### src/rtl/free_tag_return_queue.sv
// free_tag_return_queue
// Return queue for stale physical register tags between ROB commit and the
// 3-port free list. It accepts up to 3 tags per cycle and compacts them in
// port order. It drains up to min(occupancy, 3, free_space) tags per cycle,
// oldest first, onto the free-list write ports.
//
// Ports
//   clk, rst                  clock (rising edge), async active-high reset
//   commit_valid_k/tag_k      retiring slot k releases tag_k (k = 0..2)
//   commit_ready              room for a full 3-wide commit (from state only)
//   free_space                empty slots reported by the free list
//   free_en_k/free_tag_k      show-ahead write port k into the free list
//   q_count                   current occupancy
//   overflow_err              sticky: a commit arrived while not ready
module free_tag_return_queue #(
    parameter int unsigned DEPTH     = 8,
    parameter int unsigned TAG_WIDTH = 6,
    parameter int unsigned CNT_WIDTH = 6
) (
    input  logic                     clk,
    input  logic                     rst,
    input  logic                     commit_valid_0,
    input  logic                     commit_valid_1,
    input  logic                     commit_valid_2,
    input  logic [TAG_WIDTH-1:0]     commit_tag_0,
    input  logic [TAG_WIDTH-1:0]     commit_tag_1,
    input  logic [TAG_WIDTH-1:0]     commit_tag_2,
    output logic                     commit_ready,
    input  logic [CNT_WIDTH-1:0]     free_space,
    output logic                     free_en_0,
    output logic                     free_en_1,
    output logic                     free_en_2,
    output logic [TAG_WIDTH-1:0]     free_tag_0,
    output logic [TAG_WIDTH-1:0]     free_tag_1,
    output logic [TAG_WIDTH-1:0]     free_tag_2,
    output logic [$clog2(DEPTH):0]   q_count,
    output logic                     overflow_err
);

    localparam int unsigned IDX_W = $clog2(DEPTH);
    localparam int unsigned PTR_W = IDX_W + 1;
    localparam int unsigned PORTS = 3;

    // Storage and registered state
    logic [TAG_WIDTH-1:0] mem_q [DEPTH];
    logic [PTR_W-1:0]     wr_ptr_q, wr_ptr_d;
    logic [PTR_W-1:0]     rd_ptr_q, rd_ptr_d;
    logic                 overflow_q, overflow_d;

    // Per-port views of the commit and free-list ports
    logic [PORTS-1:0]     valid_vec;
    logic [TAG_WIDTH-1:0] tag_in   [PORTS];
    logic [1:0]           slot_ofs [PORTS];
    logic [IDX_W-1:0]     wr_addr  [PORTS];
    logic [IDX_W-1:0]     rd_addr  [PORTS];
    logic [PORTS-1:0]     en_vec;
    logic [TAG_WIDTH-1:0] tag_out  [PORTS];

    logic [PTR_W-1:0]     count;
    logic                 ready;
    logic                 push_ok;
    logic [1:0]           push_cnt;
    logic [1:0]           q_lim;
    logic [1:0]           f_lim;
    logic [1:0]           drain_cnt;

    assign valid_vec = {commit_valid_2, commit_valid_1, commit_valid_0};
    assign tag_in[0] = commit_tag_0;
    assign tag_in[1] = commit_tag_1;
    assign tag_in[2] = commit_tag_2;

    // Occupancy and acceptance, both derived from registered pointers only
    assign count = wr_ptr_q - rd_ptr_q;
    assign ready = (count <= PTR_W'(DEPTH - 3));
    assign push_ok = ready;

    // Compaction: each valid slot lands after the valid slots below it
    always_comb begin
        slot_ofs[0] = 2'd0;
        slot_ofs[1] = 2'(valid_vec[0]);
        slot_ofs[2] = 2'(valid_vec[0]) + 2'(valid_vec[1]);
        push_cnt    = slot_ofs[2] + 2'(valid_vec[2]);
        for (int k = 0; k < int'(PORTS); k++) begin
            wr_addr[k] = wr_ptr_q[IDX_W-1:0] + IDX_W'(slot_ofs[k]);
        end
    end

    // Drain count n = min(count, 3, free_space)
    always_comb begin
        q_lim = (count >= PTR_W'(3)) ? 2'd3 : count[1:0];
        f_lim = (free_space >= CNT_WIDTH'(3)) ? 2'd3 : free_space[1:0];
        drain_cnt = (q_lim < f_lim) ? q_lim : f_lim;
    end

    // Show-ahead read ports; disabled ports present zero
    always_comb begin
        for (int k = 0; k < int'(PORTS); k++) begin
            rd_addr[k] = rd_ptr_q[IDX_W-1:0] + IDX_W'(k);
            en_vec[k]  = (2'(k) < drain_cnt);
            tag_out[k] = en_vec[k] ? mem_q[rd_addr[k]] : '0;
        end
    end

    // Next-state for pointers and the sticky error flag
    always_comb begin
        wr_ptr_d   = wr_ptr_q;
        rd_ptr_d   = rd_ptr_q;
        overflow_d = overflow_q;
        if (push_ok) begin
            wr_ptr_d = wr_ptr_q + PTR_W'(push_cnt);
        end else if (|valid_vec) begin
            overflow_d = 1'b1;
        end
        rd_ptr_d = rd_ptr_q + PTR_W'(drain_cnt);
    end

    always_ff @(posedge clk or posedge rst) begin
        if (rst) begin
            wr_ptr_q   <= '0;
            rd_ptr_q   <= '0;
            overflow_q <= 1'b0;
        end else begin
            wr_ptr_q   <= wr_ptr_d;
            rd_ptr_q   <= rd_ptr_d;
            overflow_q <= overflow_d;
        end
    end

    // Storage is not reset; pointers alone define which entries are live
    always_ff @(posedge clk) begin
        if (push_ok) begin
            for (int k = 0; k < int'(PORTS); k++) begin
                if (valid_vec[k]) begin
                    mem_q[wr_addr[k]] <= tag_in[k];
                end
            end
        end
    end

    assign commit_ready = ready;
    assign q_count      = count;
    assign overflow_err = overflow_q;
    assign free_en_0    = en_vec[0];
    assign free_en_1    = en_vec[1];
    assign free_en_2    = en_vec[2];
    assign free_tag_0   = tag_out[0];
    assign free_tag_1   = tag_out[1];
    assign free_tag_2   = tag_out[2];

    // Occupancy bound and no free-list overrun
    a_count_bound: assert property (@(posedge clk) disable iff (rst)
        count <= PTR_W'(DEPTH));
    a_no_overrun: assert property (@(posedge clk) disable iff (rst)
        (free_space == '0) |-> (en_vec == '0));

endmodule

### config.mk
export PLATFORM = sky130hd
export DESIGN_NAME = free_tag_return_queue
export DESIGN_NICKNAME = d
export VERILOG_FILES = /design/src/rtl/free_tag_return_queue.sv
export SDC_FILE = /design/constraint.sdc
export NUM_CORES = 1
export LEC_CHECK = 0
export ABC_AREA = 1
export CAP_MARGIN = 20
export CORE_ASPECT_RATIO = 0.5
export CORE_UTILIZATION = 55
export DETAILED_ROUTE_END_ITERATION = 6
export DONT_BUFFER_PORTS = 1
export GPL_TIMING_DRIVEN = 0
export PLACE_DENSITY = 0.74
export SETUP_SLACK_MARGIN = 0.4
export SYNTH_ARGS = -nofsm -noshare
export SYNTH_HDL_FRONTEND = slang
export SYNTH_SLANG_ARGS = --single-unit
### constraint.sdc
create_clock -name clk -period 4.6 [get_ports clk]
set_clock_uncertainty 0.2 [all_clocks]
set_input_delay 0.92 -clock clk [delete_from_list [all_inputs] [get_ports clk]]
set_output_delay 0.92 -clock clk [all_outputs]
set_load 0.05 [all_outputs]
==> flow_summary.ini, run 1 <==
[floorplan]
die-area_um2 = 9550
die_h_um = 69.6
boundaryPins = 56
die_w_um = 137
coreArea_um2 = 8800
num_rows = 24
initial_core_util_pct = 57.2

[cts]
cts_root_buffer = clkbuf_16
insertion_delay_ns = 0.33
cts_buffers = 9
htreeDepth = 3
clk_path_buf_depth = 2
postCtsHoldBufs = 0
path_clk_slew_ns = 0.06
cts_tree = built
numClockSinks = 57

[run_status]
status = complete, no violations

[drt]
vias = 5559
drcViolationCount = 0
drt_pass1_iterations = 7
postRouteAntennaNets = 0
drtIter0Drc = 841
wire_per_inst_um = 20.0
wirelength_um = 17200
vias_per_cell = 6.49

[worst_setup_path]
crit_chain = clkinv_4, ha_4, inv_2, fa_2, xor2_4, nor2_4, nand2_2, ha_4, o21ai_0, nor2_4
worstPathMaxFanout = 7
crit_arrival_ns = 3.02
cp-start-kind = flip-flop
criticalPathCategory = flip-flop to output pin
cpMaxStageDelayCell = xor2_4
cp.required_ns = 3.48
cp-end-kind = output pin
cpPeakStageDelay_ns = 0.45

[yosys]
synthDistinctLibCells = 32
synth-async-reset-ratio_pct = 15.8
yosysTopAreaCellShare_pct = 28.7
synth_top_family_by_area = simple AND/OR/NAND/NOR gates
synth_edf_count = 48
yosys-top-cells-area = edfxtp_1 29%, nand2_1 13%, nand3_1 13%
synth_area_um2 = 5030
synth_common_cells = 175 x nand2_1, 126 x nand3_1, 62 x inv_1
synth_top_area_cell = edfxtp_1
yosys.area_share.simple_pct = 39.5
syn_area_per_cell_um2 = 7.03
synth_mux_area_share_pct = 1.19
ys_ff_latch = 57
synth-main-ff-cell = edfxtp_1
synth_cells = 715
synth_warnings = 0
synthAdderAreaFrac_pct = 5.72
synth_nets = 764
yosys.cell_count.top_type = nand2_1
synth_compound_area_share_pct = 10.4
synth-xor-area-share_pct = 1.37
ys_seq_area_share_pct = 33.1

[cells_and_area]
drive_above_1_share_pct = 14.6
stdcell_area_um2 = 5900
area_growth_pct = 17.4
n_antenna_cell = 0
post-route-util_pct = 67.1
final_cells = 857
layout.nets = 784

[timing]
setup_tns_ns = 0
max_slew_margin_pct = 57.7
final_hold_viol_count = 0
period_minus_slack_ns = 4.14
rsz0062_at_grt = true
finalCritPeriodShare_pct = 90.0
finalSetupViolCount = 0
fmax_ghz = 0.242
tightest_slew_ns = 0.634
final_max_slew_viol_count = 0

[job]
maxCapViolations = 0

[grt]
grt_usage_pct = 36.9
grt_pass1_vias = 4723
grt_max_degree = 11
grt-ovfl-total = 0
grt_first_pass_wirelength_um = 25900
antenna_found_initial = 0

[place]
hpwlAfterDp_um = 13000
place.gp.congestion = 1.07
io_buffers = 0
placedCellCount = 832
dpl-instance-area_um2 = 5330

[min_path]
hold_path_class = input port to async pin
area by class of cell:
class	instances	area, um2
multi-input cells	557	3210
fillers	722	2900
flip-flops and latches	57	1670
inverters	64	259
clock buffers	10	229
plain buffers	37	196
well taps	117	146
clock inverters	6	106
repair buffers	9	83.8
critical path, delay by kind of cell, from the launching register on:
kind / cells / cell delay, ns
flip-flops: 1 / 0.42
AO/OA/AOI/OAI: 1 / 0.28
XOR/XNOR: 1 / 0.45
AND/OR/NAND/NOR: 3 / 0.57
buffers and inverters: 2 / 0.13
adder cells (fa/ha/maj): 3 / 0.83
layout by cell type (no fill, tap or decap), types with 3 or more instances in the layout:
master and instances:
o21ai_0 44, clkbuf_1 14, o2111ai_1 7, bufinv_16 3, a21oi_4 7, clkinv_1 3
nand2_1 169, fa_1 4, ha_1 11, o221ai_1 4, nor2_2 5, buf_6 6
o22ai_1 7, or2_2 8, nor2_4 13, clkinv_4 3, mux2i_1 6, a21oi_1 16
nand3_1 124, inv_1 56, ha_4 3, buf_2 9, buf_1 7, clkbuf_16 9
dfrtp_1 6, xor2_1 4, edfxtp_1 48, buf_4 9, nor2_1 38, nand4_1 56
nand2_2 14
metal layers:
layer	GRT usage (%)	vias to the layer above	share of wire, %
met3	12.9	72	16
met4	11.2	2	3.0
met2	49.0	455	38
met1	55.2	2499	44
li1	-	2531	-
met5	0	-	0.16
metrics by stage:
stage | hold slack (ns) | setup WS, ns
2_1_floorplan | 0.283 | 0.435
3_3_place_gp | 0.313 | -0.0254
3_5_place_dp | 0.318 | -0.0621
4_1_cts | 0.310 | 0.393
5_1_grt | 0.326 | 0.370
6_report | 0.303 | 0.460
state kept, by name, summed over array words and instances (netlist names):
signal and cells:
wr_ptr_q 4, mem_q 48, rd_ptr_q 4, overflow_err 1
what timing repair did:
action,CTS,global route
pin swaps,14,14
buffers inserted,6,3
setup endpoints to repair,21,72
gates resized for setup,23,30
logic make-up after synthesis:
group,after synthesis
and+or+nand+nor,432
buffers and inverters,101
AOI/OAI and AO/OA,92
DFF,57
adders and majority gates,20
xor gates and xnor gates,7
muxes,6
final timing paths:
kind	start	endpoint	slack, ns	cells past startpoint
hold / removal	rst	rd_ptr_q[2]	0.30	1
hold reg to reg	rd_ptr_q[3]	rd_ptr_q[3]	0.34	1
setup / recovery	wr_ptr_q[0]	free_tag_1[2]	0.46	10
min in group clk	rd_ptr_q[3]	rd_ptr_q[3]	0.34	1
max in group asynchronous	rst	wr_ptr_q[1]	3.51	1
setup reg to reg	wr_ptr_q[0]	mem_q[6][0]	1.25	11
Power of run 1 is left out: the tool's default activity adds up to more than one toggle a clock period on the data nets, which glitch-free logic cannot reach.
==> inputs of run 2 (changes only) <==
--- a/config.mk
+++ b/config.mk
@@ -8,10 +8,11 @@
 export ABC_AREA = 1
 export CAP_MARGIN = 20
 export CORE_ASPECT_RATIO = 0.5
+export CORE_MARGIN = 3
 export CORE_UTILIZATION = 55
 export DETAILED_ROUTE_END_ITERATION = 6
 export DONT_BUFFER_PORTS = 1
-export GPL_TIMING_DRIVEN = 0
+export GPL_TIMING_DRIVEN = 1
 export PLACE_DENSITY = 0.74
 export SETUP_SLACK_MARGIN = 0.4
 export SYNTH_ARGS = -nofsm -noshare
==> run 2 against run 1 <==
Compared with the run above: global-route usage decreased by 3.5 points; fmax grew 0.26%; sequential share of layout area decreased by 0.24 points; critical endpoint is now free_tag_1[3].
==> flow_summary.ini, run 2 (synthesis results as in run 1) <==
[worst_setup_path]
criticalPathCategory = flip-flop to output pin
worstReg2RegEnd = mem_q[4][1]
cp.required_ns = 3.48
rrSetupSlack_ns = 0.82
cp-start-kind = flip-flop
crit_arrival_ns = 3.01
worstPathMaxFanout = 10
reg2reg_depth = 11
timing.rr.start = wr_ptr_q[0]
cp-end-kind = output pin

[cells_and_area]
n_antenna_cell = 0
mostFrequentLayoutCells = 172 x nand2_1, 126 x nand3_1, 57 x inv_1
nFillCells = 646
final_common_cell = nand2_1
drive_above_1_share_pct = 14.1
largest_reg_flops = 48
layout.nets = 775
area_growth_pct = 18.3

[timing]
rsz0062_at_grt = false
final_max_slew_viol_count = 0
tightest_slew_ns = 0.730
period_minus_slack_ns = 4.13
max_slew_margin_pct = 51.2
final_hold_viol_count = 0
finalSetupViolCount = 0
finalCritPeriodShare_pct = 89.8
fmax_ghz = 0.242
setup_tns_ns = 0

[drt]
drcViolationCount = 0
wire_per_inst_um = 20.8
drtIter0Drc = 1120
postRouteAntennaNets = 0
wirelength_um = 17600
vias_per_cell = 6.60
drt_pass1_iterations = 6
vias = 5566

[place]
io_buffers = 0
hpwlAfterDp_um = 12900
place.gp.congestion = 1.05

[cts]
postCtsHoldBufs = 0
numClockSinks = 57
path_clk_slew_ns = 0.05
cts_tree = built
cts_root_buffer = clkbuf_16
insertion_delay_ns = 0.32
htreeDepth = 3
clk_path_buf_depth = 2
cts_buffers = 9

[grt]
grt-ovfl-total = 0
grt_usage_pct = 33.5
antenna_found_initial = 3
grt_max_degree = 68
use_met2_pct = 42.2
grt.busiest_layer = met1
grtUsageMet3_pct = 11.8
grt_first_pass_wirelength_um = 26000
use_met1_pct = 52.5
grt_pass1_vias = 4480

[floorplan]
die_w_um = 141
die_h_um = 73.6
initial_core_util_pct = 59.6
num_rows = 23
coreArea_um2 = 8430
boundaryPins = 56
die-area_um2 = 10400

[run_status]
status = complete, no violations

[min_path]
hold_path_class = input port to async pin

[job]
maxCapViolations = 0
[run 2: cell types whose count changed in the layout (fill, tap and decap cells not counted), sizes merged]
cell and change:
bufinv -2, clkbuf -14, inv +2, buf +5
[run 2: how the worst max path moves through the flow]
stage | start | to | slack, ns | depth (start not counted)
3_5_place_dp | wr_ptr_q[2] | free_tag_2[0] | 0.50 | 15
4_1_cts | rd_ptr_q[2] | free_tag_2[0] | 0.41 | 16
3_3_place_gp | wr_ptr_q[2] | free_tag_2[0] | 0.60 | 15
5_1_grt | wr_ptr_q[0] | free_tag_2[0] | 0.37 | 15
6_report | wr_ptr_q[0] | free_tag_1[3] | 0.47 | 11
2_1_floorplan | wr_ptr_q[0] | free_en_0 | 0.44 | 10
[run 2: final cells by class]
class	count	area, um2	share of cell area (%)
clock buffer	10	229	3.85
clock inverter	6	48.8	0.821
inverter	64	246	4.14
multi-input combinational	557	3120	52.5
sequential	57	1670	28.1
tap	112	140	2.36
timing repair buffer	37	490	8.25
[run 2: worst max-delay path: stages (launching register included)]
cell and delay, ns:
dfrtp_2 0.42, inv_2 0.13, ha_1 0.16, inv_1 0.07, fa_2 0.52, buf_4 0.21, inv_1 0.06, nand2_1 0.12
ha_2 0.39, o21ai_0 0.24, nor2_2 0.20, buf_12 0.16
[run 2: per-stage QoR]
step / std cells / cell area, um2 / util (%) / setup WS (ns) / hold WS (ns)
detailed placement: 821 / 5580 / 66.2 / 0.501 / 0.333
CTS: 840 / 5890 / 69.9 / 0.411 / 0.313
floorplan: 715 / 5190 / - / 0.435 / 0.283
finish: 843 / 5950 / 70.5 / 0.471 / 0.303
global placement: 821 / 5580 / 66.2 / 0.596 / 0.334
global route: 843 / 5950 / 70.5 / 0.373 / 0.331
[run 2: routing by layer]
metal  routed length (um)  share of wire [%]
met4                  413                2.4
met3                 2790                 16
met5                   34               0.19
met1                 7850                 45
met2                 6470                 37
[run 2: repair_timing]
action | in CTS | in global routing
buffers inserted | 3 | 3
pin swaps | 2 | 1
gates resized for setup | 9 | 6
endpoints found under the setup margin | 14 | 14
gates cloned | 0 | 0
Power of run 2 is left out for the same reason.
==> inputs of run 3 (changes only) <==
--- a/config.mk
+++ b/config.mk
@@ -7,7 +7,6 @@
 export LEC_CHECK = 0
 export ABC_AREA = 1
 export CAP_MARGIN = 20
-export CORE_ASPECT_RATIO = 0.5
 export CORE_MARGIN = 3
 export CORE_UTILIZATION = 55
 export DETAILED_ROUTE_END_ITERATION = 6
==> run 3 against run 2 <==
Compared with the run above: global-route usage is 4.1 points lower; utilization is 4.5 points lower; fmax is 2.1% higher; hold slack worse by 0.048 ns.
==> flow_summary.ini, run 3 (synthesis results as in run 1) <==
[run_status]
status = complete, no violations

[cts]
insertion_delay_ns = 0.32
cts_root_buffer = clkbuf_8
cts_tree = built
postCtsHoldBufs = 0
cts_buffers = 9
path_clk_slew_ns = 0.06
numClockSinks = 57
clk_path_buf_depth = 2
htreeDepth = 3

[cells_and_area]
mostFrequentLayoutCells = 171 x nand2_1, 126 x nand3_1, 57 x inv_1
n_antenna_cell = 0
nFillCells = 768
post-route-util_pct = 66.0
largest_reg_flops = 48
area_growth_pct = 15.6
final_common_cell = nand2_1
drive_above_1_share_pct = 14.1
layout.nets = 768

[drt]
wirelength_um = 15200
postRouteAntennaNets = 0
drcViolationCount = 0
vias_per_cell = 6.26
vias = 5205
drt_pass1_iterations = 6
drtIter0Drc = 451
wire_per_inst_um = 18.2

[floorplan]
die_h_um = 102
coreArea_um2 = 8810
die_w_um = 102
num_rows = 34
die-area_um2 = 10300
initial_core_util_pct = 57.1
boundaryPins = 56

[place]
place.gp.congestion = 0.975
io_buffers = 0
hpwlAfterDp_um = 12100
dp_slack_ns = 0.440

[timing]
period_minus_slack_ns = 4.04
max_slew_margin_pct = 60.5
rsz0062_at_grt = false
hold_ws_ns = 0.255
finalSetupViolCount = 0
final_hold_viol_count = 0
final_max_slew_viol_count = 0
tightest_slew_ns = 0.593
worst_slack_ns = 0.557
fmax_ghz = 0.247
finalCritPeriodShare_pct = 87.9
setup_tns_ns = 0

[job]
maxCapViolations = 0

[worst_setup_path]
crit_arrival_ns = 2.92
worstPathMaxFanout = 7
cp-end-kind = output pin
cp.required_ns = 3.48
criticalPathCategory = flip-flop to output pin
cp-start-kind = flip-flop

[grt]
antenna_found_initial = 0
grt_pass1_vias = 4479
grt_usage_pct = 29.4
grt-ovfl-total = 0
grt_first_pass_wirelength_um = 23500
grt_max_degree = 68

[min_path]
hold_path_class = input port to async pin
[run 3: cell count changes in the layout (fill, tap and decap cells not counted), sizes merged]
cell      previous run  this run
buf                 37        30
clkbuf              10        11
clkinv               6         5
clkinvlp             1         2
inv                 62        61
[run 3: metrics by stage]
step                instance area, um2  std cells
finish                            5810        832
global route                      5810        832
CTS                               5790        831
detailed placement                5560        815
global placement                  5560        815
floorplan                         5190        715
[run 3: what timing repair did]
action | CTS | global route
buffers inserted | 0 | 1
endpoints found under the setup margin | 19 | 14
pin swaps | 1 | 2
resized for setup | 10 | 6
[run 3: worst paths after layout]
check | cells after the start | slack [ns] | to | startpoint
min in group clk | 1 | 0.36 | rd_ptr_q[3] | rd_ptr_q[3]
worst min register to register | 1 | 0.36 | rd_ptr_q[3] | rd_ptr_q[3]
worst min-delay path | 1 | 0.25 | rd_ptr_q[3] | rst
worst max register to register | 13 | 0.98 | mem_q[2][3] | wr_ptr_q[0]
worst max-delay path | 15 | 0.56 | free_tag_0[5] | rd_ptr_q[2]
max in group asynchronous | 1 | 3.65 | wr_ptr_q[1] | rst
[run 3: metal layers]
layer  part of all wire, %  vias up  track usage (%)  routed length (um)
li1                      -     2503                -                   -
met1                    44     2351             41.9                6660
met2                    45      309             46.2                6760
met3                   7.7       42             3.17                1160
met4                   3.9        0             11.1                 584
met5                     0        -                0                   0
[run 3: cell type report]
| cell class | instances | area [um2] | area share, % |
|---|---|---|---|
| Clock buffer | 11 | 141 | 2.43 |
| Clock inverter | 5 | 56.3 | 0.968 |
| Inverter | 64 | 248 | 4.26 |
| Multi-Input combinational cell | 557 | 3120 | 53.7 |
| Sequential cell | 57 | 1670 | 28.8 |
| Tap cell | 108 | 135 | 2.32 |
| Timing Repair Buffer | 30 | 438 | 7.53 |
[run 3: worst max-delay path: stages (launching register included)]
cell,delay [ns]
dfrtp_2,0.45
inv_2,0.13
ha_4,0.24
a21oi_2,0.18
nand2_1,0.09
nand2_1,0.10
nand2_4,0.15
nor2_4,0.14
nand2_2,0.09
ha_4,0.26
inv_1,0.03
o21ai_1,0.15
nand2_2,0.08
buf_4,0.20
a21oi_4,0.16
buf_12,0.15
Power of run 3 is left out for the same reason.
